**src/rtl/riscv_pkg.sv**
```systemverilog
// Shared encodings for the pipeline memory-port arbiter: FSM states and transaction owners.
package riscv_pkg;

    typedef enum logic [1:0] {
        ARB_IDLE  = 2'd0,
        ARB_ISSUE = 2'd1,
        ARB_WAIT  = 2'd2,
        ARB_RESP  = 2'd3
    } arb_state_e;

    typedef enum logic {
        OWN_IF = 1'b0,
        OWN_DM = 1'b1
    } arb_owner_e;

    // Bits needed to hold counts 0..max inclusive.
    function automatic int unsigned cnt_width(input int unsigned max);
        return (max < 1) ? 1 : $clog2(max + 1);
    endfunction

endpackage

```
**src/rtl/arb_sat_counter.sv**
```systemverilog
// Saturating up-counter with synchronous clear (clear wins over increment).
module arb_sat_counter #(
    parameter int unsigned MAX = 4,
    parameter int unsigned W   = 3
) (
    input  logic         clk,
    input  logic         rst,
    input  logic         clr,
    input  logic         inc,
    output logic [W-1:0] count
);

    localparam logic [W-1:0] MaxVal = W'(MAX);

    always_ff @(posedge clk or negedge rst) begin
        if (!rst) begin
            count <= '0;
        end else if (clr) begin
            count <= '0;
        end else if (inc && (count != MaxVal)) begin
            count <= count + 1'b1;
        end
    end

endmodule

```
**src/rtl/mem_port_arbiter.sv**
```systemverilog
// Shares one single-ported memory between Fetch (read-only) and Memory stage (read/write),
// one outstanding transaction at a time, with registered responses and per-stage stalls.
module mem_port_arbiter
    import riscv_pkg::*;
#(
    parameter int unsigned AW            = 32,
    parameter int unsigned DW            = 32,
    parameter int unsigned MAX_DM_STREAK = 4,
    parameter int unsigned TIMEOUT       = 64
) (
    input  logic          clk,
    input  logic          rst,
    // Fetch port
    input  logic          if_req,
    input  logic [AW-1:0] if_addr,
    output logic          if_rvalid,
    output logic [DW-1:0] if_rdata,
    // Memory-stage port
    input  logic          dm_req,
    input  logic          dm_we,
    input  logic [AW-1:0] dm_addr,
    input  logic [DW-1:0] dm_wdata,
    output logic          dm_rvalid,
    output logic [DW-1:0] dm_rdata,
    output logic          resp_err,
    // Pipeline stalls
    output logic          StallF,
    output logic          StallM,
    // Physical memory
    output logic          mem_valid,
    output logic          mem_we,
    output logic [AW-1:0] mem_addr,
    output logic [DW-1:0] mem_wdata,
    input  logic          mem_ready,
    input  logic          mem_rvalid,
    input  logic [DW-1:0] mem_rdata
);

    localparam int unsigned SW = cnt_width(MAX_DM_STREAK);
    localparam int unsigned TW = cnt_width(TIMEOUT);

    arb_state_e state_q, state_d;
    arb_owner_e owner_q;

    logic          grant_if, grant_dm, grant;
    logic          streak_full, streak_inc, streak_clr;
    logic          tmo_hit, tmo_inc, tmo_clr;
    logic          resp_fire;
    logic [DW-1:0] cap_data;
    logic [SW-1:0] streak_cnt;
    logic [TW-1:0] tmo_cnt;

    assign streak_full = (streak_cnt == SW'(MAX_DM_STREAK));
    // The count still reads TIMEOUT-1 during the TIMEOUT-th WAIT cycle.
    assign tmo_hit     = (tmo_cnt == TW'(TIMEOUT - 1));

    always_comb begin
        state_d  = state_q;
        grant_if = 1'b0;
        grant_dm = 1'b0;
        unique case (state_q)
            ARB_IDLE: begin
                if (dm_req && !(streak_full && if_req)) begin
                    grant_dm = 1'b1;
                    state_d  = ARB_ISSUE;
                end else if (if_req) begin
                    grant_if = 1'b1;
                    state_d  = ARB_ISSUE;
                end
            end
            ARB_ISSUE: begin
                if (mem_ready) begin
                    state_d = ARB_WAIT;
                end
            end
            ARB_WAIT: begin
                if (mem_rvalid || tmo_hit) begin
                    state_d = ARB_RESP;
                end
            end
            ARB_RESP: begin
                state_d = ARB_IDLE;
            end
            default: begin
                state_d = ARB_IDLE;
            end
        endcase
    end

    assign grant      = grant_if | grant_dm;
    assign streak_inc = grant_dm & if_req;
    assign streak_clr = grant_if | (grant_dm & ~if_req);
    assign tmo_inc    = (state_q == ARB_WAIT);
    assign tmo_clr    = (state_q != ARB_WAIT);
    assign resp_fire  = (state_q == ARB_WAIT) && (mem_rvalid || tmo_hit);
    // Writes and timeouts return zero data.
    assign cap_data   = (mem_rvalid && !mem_we) ? mem_rdata : '0;

    always_ff @(posedge clk or negedge rst) begin
        if (!rst) begin
            state_q <= ARB_IDLE;
        end else begin
            state_q <= state_d;
        end
    end

    always_ff @(posedge clk or negedge rst) begin
        if (!rst) begin
            owner_q   <= OWN_IF;
            mem_valid <= 1'b0;
            mem_we    <= 1'b0;
            mem_addr  <= '0;
            mem_wdata <= '0;
            if_rvalid <= 1'b0;
            if_rdata  <= '0;
            dm_rvalid <= 1'b0;
            dm_rdata  <= '0;
            resp_err  <= 1'b0;
        end else begin
            if_rvalid <= 1'b0;
            dm_rvalid <= 1'b0;
            resp_err  <= 1'b0;

            if (grant) begin
                owner_q   <= grant_dm ? OWN_DM : OWN_IF;
                mem_valid <= 1'b1;
                mem_we    <= grant_dm & dm_we;
                mem_addr  <= grant_dm ? dm_addr : if_addr;
                mem_wdata <= (grant_dm && dm_we) ? dm_wdata : '0;
            end

            if ((state_q == ARB_ISSUE) && mem_ready) begin
                mem_valid <= 1'b0;
            end

            if (resp_fire) begin
                resp_err <= ~mem_rvalid;
                if (owner_q == OWN_DM) begin
                    dm_rvalid <= 1'b1;
                    dm_rdata  <= cap_data;
                end else begin
                    if_rvalid <= 1'b1;
                    if_rdata  <= cap_data;
                end
            end
        end
    end

    arb_sat_counter #(
        .MAX (MAX_DM_STREAK),
        .W   (SW)
    ) u_streak (
        .clk   (clk),
        .rst   (rst),
        .clr   (streak_clr),
        .inc   (streak_inc),
        .count (streak_cnt)
    );

    arb_sat_counter #(
        .MAX (TIMEOUT),
        .W   (TW)
    ) u_timeout (
        .clk   (clk),
        .rst   (rst),
        .clr   (tmo_clr),
        .inc   (tmo_inc),
        .count (tmo_cnt)
    );

    assign StallF = if_req & ~if_rvalid;
    assign StallM = dm_req & ~dm_rvalid;

endmodule
```
**config.mk**
```make
export PLATFORM = sky130hd
export DESIGN_NAME = mem_port_arbiter
export DESIGN_NICKNAME = d
export VERILOG_FILES = /design/src/rtl/riscv_pkg.sv /design/src/rtl/arb_sat_counter.sv /design/src/rtl/mem_port_arbiter.sv
export SDC_FILE = /design/constraint.sdc
export NUM_CORES = 1
export LEC_CHECK = 0
export ABC_AREA = 0
export BUFFER_PORTS_ARGS = -buffer_cell sky130_fd_sc_hd__buf_2
export CORE_ASPECT_RATIO = 1.5
export CORE_MARGIN = 1
export CORE_UTILIZATION = 50
export CTS_BUF_LIST = sky130_fd_sc_hd__clkbuf_8 sky130_fd_sc_hd__clkbuf_16
export DETAILED_ROUTE_END_ITERATION = 8
export PLACE_DENSITY = 0.86
export SYNTH_ARGS = -nofsm -noshare
export SYNTH_HDL_FRONTEND = slang
export SYNTH_HIERARCHICAL = 1
export SYNTH_SLANG_ARGS = --single-unit
```
**constraint.sdc**
```tcl
create_clock -name clk -period 2.8 [get_ports clk]
set_input_delay 0.42 -clock clk [delete_from_list [all_inputs] [get_ports clk]]
set_output_delay 0.42 -clock clk [all_outputs]
set_load 0.005 [all_outputs]
```
==> flow_summary.json, run 1 <==
{
  "first_global_vias": 5271,
  "power_density_mw_per_mm2": 1180,
  "slew_viol_final": 0,
  "gp_congestion": 0.820,
  "power_frac_comb_pct": 39.6,
  "peakVddDrop_mv": 0.658,
  "path_max_fanout": 32,
  "fin_skew_ns": 0.0205,
  "cts_buffers": 17,
  "layout_common_cells": "buf_2 (268), dfrtp_1 (146), a22o_1 (96), a21o_1 (67), mux2_2 (61)",
  "die_height_um": 143,
  "status": "complete, no violations",
  "synth_edf_count": 0,
  "crit_required_ns": 3.14,
  "worstPathArrival_ns": 2.51,
  "rsz0062_at_grt": "no",
  "core-area_mm2": 0.0130,
  "syn_inst": 504,
  "maxCapViolCount": 0,
  "syn_area_mm2": 0.00664,
  "yosysTopAreaCell": "dfrtp_1",
  "placed_area_mm2": 0.00808,
  "ys_types": 49,
  "grt_pass1_wl_um": 25000,
  "pwr-share-clk_pct": 23.2,
  "worst_pin_slew_ns": 0.653,
  "power.internal_mw": 6.90,
  "clk_latency_ns": 0.41,
  "fin_setup_tns_ns": 0,
  "yosys_warnings": 6,
  "layout-drive-gt1-share_pct": 49.5,
  "async_reset_ff_share_pct": 100,
  "area.sequential_mm2": 0.00365,
  "power.net_switching_mw": 3.33,
  "multi_input_area_mm2": 0.00276,
  "synth_fp_nets": 647,
  "clkTransAtPathRegs_ns": 0.07,
  "layout_setup_ws_ns": 0.631,
  "netlist.area_leader.share_pct": 55.1,
  "detailroute.via_count": 5280,
  "ys_seq_elements": 146,
  "io_buffers": 269,
  "seqPwrFrac_pct": 37.1,
  "initial_utilization_pct": 51.2,
  "rows": 51,
  "drt_first_iter_violations": 199,
  "grt_overflow": 0,
  "post_drt_wl_per_cell_um": 17.4,
  "start_kind": "flip-flop",
  "fin_crit_ns": 2.17,
  "hold_viol": 0,
  "critPathMaxStageDelay_ns": 0.54,
  "worstPathCellList": "inv_1, ha_1, nor4bb_4, buf_4, a22o_1, a21o_1",
  "p_leak_nw": 4.13,
  "mostFrequentLayoutCell": "buf_2",
  "cts-root-buf": "clkbuf_16",
  "period_share_pct": 77.5,
  "cts_tree": "built",
  "ioPinCount": 270,
  "synthFlopType": "dfrtp_1",
  "slew_headroom_pct": 56.4,
  "synth.area.top_cells": "dfrtp_1 (55%), a22o_1 (13%), mux2_2 (10%), a21o_1 (7.6%), ha_1 (1.5%)",
  "cp-end-kind": "flip-flop",
  "die_w_um": 96.1,
  "final_cell_area_mm2": 0.00871,
  "route.detailed.drc": 0,
  "ant_nets": 0,
  "areaGrowthSynthToFinish_pct": 31.3,
  "clockBufferDepth": 2,
  "pre_cts_ws_ns": 0.652,
  "post-route-util_pct": 67.2,
  "viasPerCell": 5.62,
  "clock.fmax_mhz": 461,
  "nFillCells": 987,
  "nets": 910,
  "cp_slowest_cell": "ha_1",
  "finalSetupViolations": 0,
  "cts_resized": 0,
  "grtUsageTotal_pct": 23.5,
  "drt-pass1-iter-count": 5,
  "syn_avg_cell_area_um2": 13.2,
  "cts_num_sinks": 146,
  "hpwl_um": 11600,
  "drt_wl_total_um": 16400,
  "die_area_mm2": 0.0137,
  "switching_share_pct": 32.6,
  "power.total_mw": 10.2,
  "critPathKind": "flip-flop to flip-flop",
  "cts_max_level": 4,
  "synth_seq_area_share_pct": 55.1,
  "antennaDiodeCount": 0,
  "min_path_type": "primary input to flip-flop",
  "antenna_found_initial": 0,
  "grt_max_degree": 67
}
layout make-up:
cell class	instances	share of cell area, %
clock buffer	17	4.88
clock inverter	15	2.26
inverter	9	0.388
multi-input combinational	312	31.6
sequential	146	41.9
tap	159	2.28
timing repair buffer	281	16.6
Yosys cell counts (2+ instances only):
| cell | n |
|---|---|
| dfrtp_1 | 146 |
| or3_1 | 2 |
| nand3_1 | 3 |
| mux2_2 | 61 |
| nor2b_1 | 3 |
| nor2_1 | 9 |
| nand4_1 | 2 |
| buf_2 | 12 |
| buf_6 | 6 |
| clkbuf_1 | 13 |
| and3_1 | 3 |
| inv_1 | 9 |
| o21ai_0 | 2 |
| and4b_1 | 3 |
| nand2_1 | 7 |
| a22o_1 | 96 |
| a21oi_1 | 8 |
| buf_4 | 6 |
| nand2b_1 | 5 |
| mux2_1 | 4 |
| a21o_1 | 67 |
| ha_1 | 8 |
| xor2_1 | 2 |
| nand4b_1 | 2 |
worst paths after layout:
path                              start             to  slack, ns  cells after the start
max in group asynchronous           rst   mem_wdata[5]       1.42                      3
min                        dm_wdata[17]  mem_wdata[17]       0.23                      2
min in group asynchronous           rst   dm_rdata[23]       0.56                      2
max                          state_q[0]    if_rdata[0]       0.63                      6
max reg2reg                  state_q[0]    if_rdata[0]       0.63                      6
min reg2reg                 if_rdata[9]    if_rdata[9]       0.50                      1
metal layers:
metal  vias to the layer above  wire length [um]  global-route usage, %
li1                       2423                 -                      -
met1                      2610              6210                   27.4
met2                       237              8690                   40.8
met3                        10              1320                   6.98
met4                         0               165                   7.54
met5                         -                 0                      0
flip-flops by register name (all words and copies together) (netlist names):
| name | count |
|---|---|
| dm_rdata | 32 |
| if_rdata | 32 |
| mem_addr | 32 |
| mem_wdata | 32 |
| u_timeout/count | 7 |
| u_streak/count | 3 |
| state_q | 2 |
| dm_rvalid | 1 |
| if_rvalid | 1 |
| mem_valid | 1 |
| mem_we | 1 |
| owner_q | 1 |
| resp_err | 1 |
what timing repair did:
action                                 4_1_cts  5_1_grt
endpoints found under the hold margin        7        0
hold buffers                                 1        0
setup buffers                                0        0
critical path: cells and delay by family, from the launching register on:
| family | cells | cell delay, ns |
|---|---|---|
| buffers and inverters | 2 | 0.54 |
| AND/OR/NAND/NOR | 1 | 0.30 |
| adder cells (fa/ha/maj) | 1 | 0.54 |
| AO/OA/AOI/OAI | 2 | 0.32 |
| flip-flops | 1 | 0.40 |
per-stage QoR:
step / hold WS (ns) / instances
finish: 0.228 / 939
global route: 0.220 / 939
CTS: 0.207 / 939
detailed placement: 0.447 / 906
global placement: 0.430 / 906
floorplan: 0.124 / 504
kinds of logic after synthesis:
| kind of cell | after synthesis | share of synthesized area, % |
|---|---|---|
| AOI/OAI and AO/OA | 183 | 22.9 |
| xor gates and xnor gates | 2 | 0.264 |
| adders and majority gates | 8 | 1.51 |
| buffers and inverters | 46 | 3.85 |
| DFF | 146 | 55.1 |
| muxes | 67 | 11.4 |
| and+or+nand+nor | 52 | 5.04 |
power groups by stage:
stage / logic [mW] / clock network, mW / registers, mW
floorplan: 2.47 / 0 / 3.82
global placement: 3.91 / 0 / 3.73
detailed placement: 4.08 / 0 / 3.81
CTS: 4.10 / 2.43 / 3.80
global route: 4.44 / 2.51 / 3.93
finish: 4.06 / 2.38 / 3.80
Power figures use the tool's default switching activity.
==> run 2, diff against run 1 <==
--- a/config.mk
+++ b/config.mk
@@ -5,14 +5,14 @@
 export SDC_FILE = /design/constraint.sdc
 export NUM_CORES = 1
 export LEC_CHECK = 0
-export ABC_AREA = 0
+export ABC_AREA = 1
 export BUFFER_PORTS_ARGS = -buffer_cell sky130_fd_sc_hd__buf_2
 export CORE_ASPECT_RATIO = 1.5
 export CORE_MARGIN = 1
-export CORE_UTILIZATION = 50
+export CORE_UTILIZATION = 44
 export CTS_BUF_LIST = sky130_fd_sc_hd__clkbuf_8 sky130_fd_sc_hd__clkbuf_16
 export DETAILED_ROUTE_END_ITERATION = 8
-export PLACE_DENSITY = 0.86
+export PLACE_DENSITY = 0.8
 export SYNTH_ARGS = -nofsm -noshare
 export SYNTH_HDL_FRONTEND = slang
 export SYNTH_HIERARCHICAL = 1
==> constraint.sdc (replaced) <==
create_clock -name clk -period 1.95 [get_ports clk]
set_input_delay 0.2925 -clock clk [delete_from_list [all_inputs] [get_ports clk]]
set_output_delay 0.2925 -clock clk [all_outputs]
set_load 0.005 [all_outputs]
==> run 2 against run 1 <==
Final cell count rose by 37%. Clock-buffer cell count is 1 higher. First-iteration DRC count up 71%. Die area increased by 17%. Sequential share of layout area shrank 1.2 points. Flip-flop and latch count unchanged. Cell area increased by 3.0%. Critical endpoint is now mem_addr[31]. Largest cell class unchanged. Largest power group is now sequential cells.
==> flow_summary.json, run 2 <==
{
  "worstPathArrival_ns": 1.95,
  "use_met3_pct": 5.27,
  "path_max_fanout": 64,
  "drt_first_iter_violations": 340,
  "cp-end-kind": "flip-flop",
  "syn_inst": 821,
  "die_w_um": 104,
  "rsz0062_at_grt": "no",
  "yosys_warnings": 6,
  "cts-root-buf": "clkbuf_16",
  "top_usage_layer": "met2",
  "muxShareOfSynthArea_pct": 0,
  "core-area_mm2": 0.0151,
  "post_cts_buffers": 0,
  "synth_edf_count": 0,
  "synth_fp_nets": 964,
  "cts_buffers": 17,
  "rows": 55,
  "synth-compound-area-share_pct": 3.09,
  "detailroute.via_count": 6597,
  "nets": 1217,
  "die_area_mm2": 0.0161,
  "synth_seq_area_share_pct": 53.3,
  "layout-drive-gt1-share_pct": 31.5,
  "hold_viol": 0,
  "drt_wl_total_um": 19200,
  "clk_latency_ns": 0.41,
  "die_height_um": 155,
  "netlist.area_leader.share_pct": 53.3,
  "synthFlopType": "dfrtp_1",
  "start_kind": "flip-flop",
  "multi_input_area_mm2": 0.00252,
  "areaGrowthSynthToFinish_pct": 30.9,
  "yosysMostFrequentCell": "nand2_1",
  "holdWs_ns": 0.0694,
  "syn_avg_cell_area_um2": 8.35,
  "gp_congestion": 0.854,
  "cts_max_level": 4,
  "clkTransAtPathRegs_ns": 0.06,
  "syn_area_mm2": 0.00685,
  "ys_types": 30,
  "ioPinCount": 270,
  "peakVddDrop_mv": 0.769,
  "grt_overflow": 0,
  "synth_top_family_by_area": "simple AND/OR/NAND/NOR gates",
  "io_buffers": 269,
  "p_leak_nw": 5.20,
  "pre_cts_ws_ns": 0.284,
  "clock.fmax_mhz": 601,
  "use_met2_pct": 42.3,
  "layout_common_cells": "buf_2 (268), nand2_1 (234), dfrtp_1 (146), nand4_1 (100), inv_1 (90)",
  "drt-pass1-iter-count": 5,
  "fin_skew_ns": 0.0138,
  "power_density_mw_per_mm2": 1470,
  "nFillCells": 1413,
  "hpwl_um": 13600,
  "synth_common_cells": "nand2_1 (234), dfrtp_1 (146), nand4_1 (100), inv_1 (90), nand3_1 (77)",
  "post_drt_wl_per_cell_um": 14.9,
  "clockBufferDepth": 2,
  "initial_utilization_pct": 45.3,
  "status": "complete, no violations",
  "crit_required_ns": 2.24,
  "async_reset_ff_share_pct": 100,
  "layout_setup_ws_ns": 0.286,
  "slew_viol_final": 0,
  "fin_crit_ns": 1.66,
  "route.detailed.drc": 0,
  "viasPerCell": 5.13,
  "synth.area.top_cells": "dfrtp_1 (53%), nand2_1 (13%), nand4_1 (9.1%), nand3_1 (5.6%), inv_1 (4.9%)",
  "cts_num_sinks": 146,
  "critPathKind": "flip-flop to flip-flop",
  "antenna_found_initial": 1,
  "grt_pass1_wl_um": 31100,
  "worst_pin_slew_ns": 0.414,
  "slew_headroom_pct": 72.4,
  "grt_max_degree": 65,
  "ant_nets": 0,
  "period_share_pct": 85.3,
  "first_global_vias": 6380,
  "yosys.area_share.simple_pct": 32.0,
  "maxCapViolCount": 0,
  "fin_setup_tns_ns": 0,
  "mostFrequentLayoutCell": "buf_2",
  "grtUsageTotal_pct": 24.2,
  "min_path_type": "primary input to flip-flop",
  "cts_tree": "built",
  "ys_seq_elements": 146,
  "synth_adder_area_share_pct": 1.46,
  "finalSetupViolations": 0,
  "use_met1_pct": 28.3,
  "area.sequential_mm2": 0.00365,
  "synth_xor_area_share_pct": 0.128,
  "yosysTopAreaCell": "dfrtp_1"
}
run 2: cell count changes in the layout (fill, tap and decap cells not counted), sizes merged, moves of 5 or more:
cell	previous run	this run
nand3	3	82
nand4	2	101
a21o	67	0
o21ai	3	37
inv	16	100
buf	280	292
a22o	96	0
a21oi	8	2
nor2	10	48
nand2b	5	0
mux2	66	0
nand2	9	238
run 2: logic make-up (layout without fill, tap and decap cells):
logic type | after synthesis | count (layout)
and+or+nand+nor | 471 | 471
buffers and inverters | 154 | 420
DFF | 146 | 146
AOI/OAI and AO/OA | 41 | 41
adders and majority gates | 8 | 8
xor gates and xnor gates | 1 | 1
other | 0 | 1
run 2: routing by layer:
layer  part of all wire, %  wire length, um
met1                    39             7500
met2                    51             9790
met3                   6.7             1280
met4                   3.2              615
met5                     0                0
run 2: path summary, 6_finish.rpt:
check | endpoint | cells after the start | slack (ns) | start
worst min-delay path | mem_valid | 2 | 0.07 | mem_ready
worst max-delay path | mem_addr[31] | 7 | 0.29 | state_q[0]
worst min register to register | dm_rdata[13] | 2 | 0.47 | dm_rdata[13]
worst max register to register | mem_addr[31] | 7 | 0.29 | state_q[0]
min in group asynchronous | dm_rdata[5] | 2 | 0.35 | rst
max in group asynchronous | if_rdata[16] | 3 | 1.00 | rst
run 2: worst max-delay path, cell delays in order (launching register included):
cell and delay [ns]:
dfrtp_1 0.39, inv_1 0.11, ha_1 0.30, buf_12 0.24, o21ai_4 0.09, buf_12 0.22
nand2_1 0.10, nand3_1 0.08
run 2: timing repair:
item | CTS | global route
gates resized for setup | 0 | 0
hold endpoints to repair | 36 | 0
hold buffers | 1 | 0
run 2: area by class of cell:
type	count	area share, %
timing repair buffer	293	17.8
sequential	146	40.7
clock buffer	18	4.90
antenna	1	0.0279
tap	199	2.78
clock inverter	14	1.53
multi-input combinational	521	28.2
inverter	95	4.05
run 2: power breakdown:
group	switching, mW	internal (mW)	leakage, nW
clock network	1.41	1.73	0.284
logic	3.01	2.02	3.00
registers	0.722	4.32	1.91
total	5.14	8.07	5.20
run 2: through the flow:
stage	cells	instance area (um2)	utilization, %	power (mW)
2_1_floorplan	821	6850	-	7.82
3_3_place_gp	1253	8380	55.3	9.95
3_5_place_dp	1253	8380	55.3	10.1
4_1_cts	1286	8960	59.2	13.3
5_1_grt	1287	8970	59.2	14.2
6_report	1287	8970	59.2	13.2
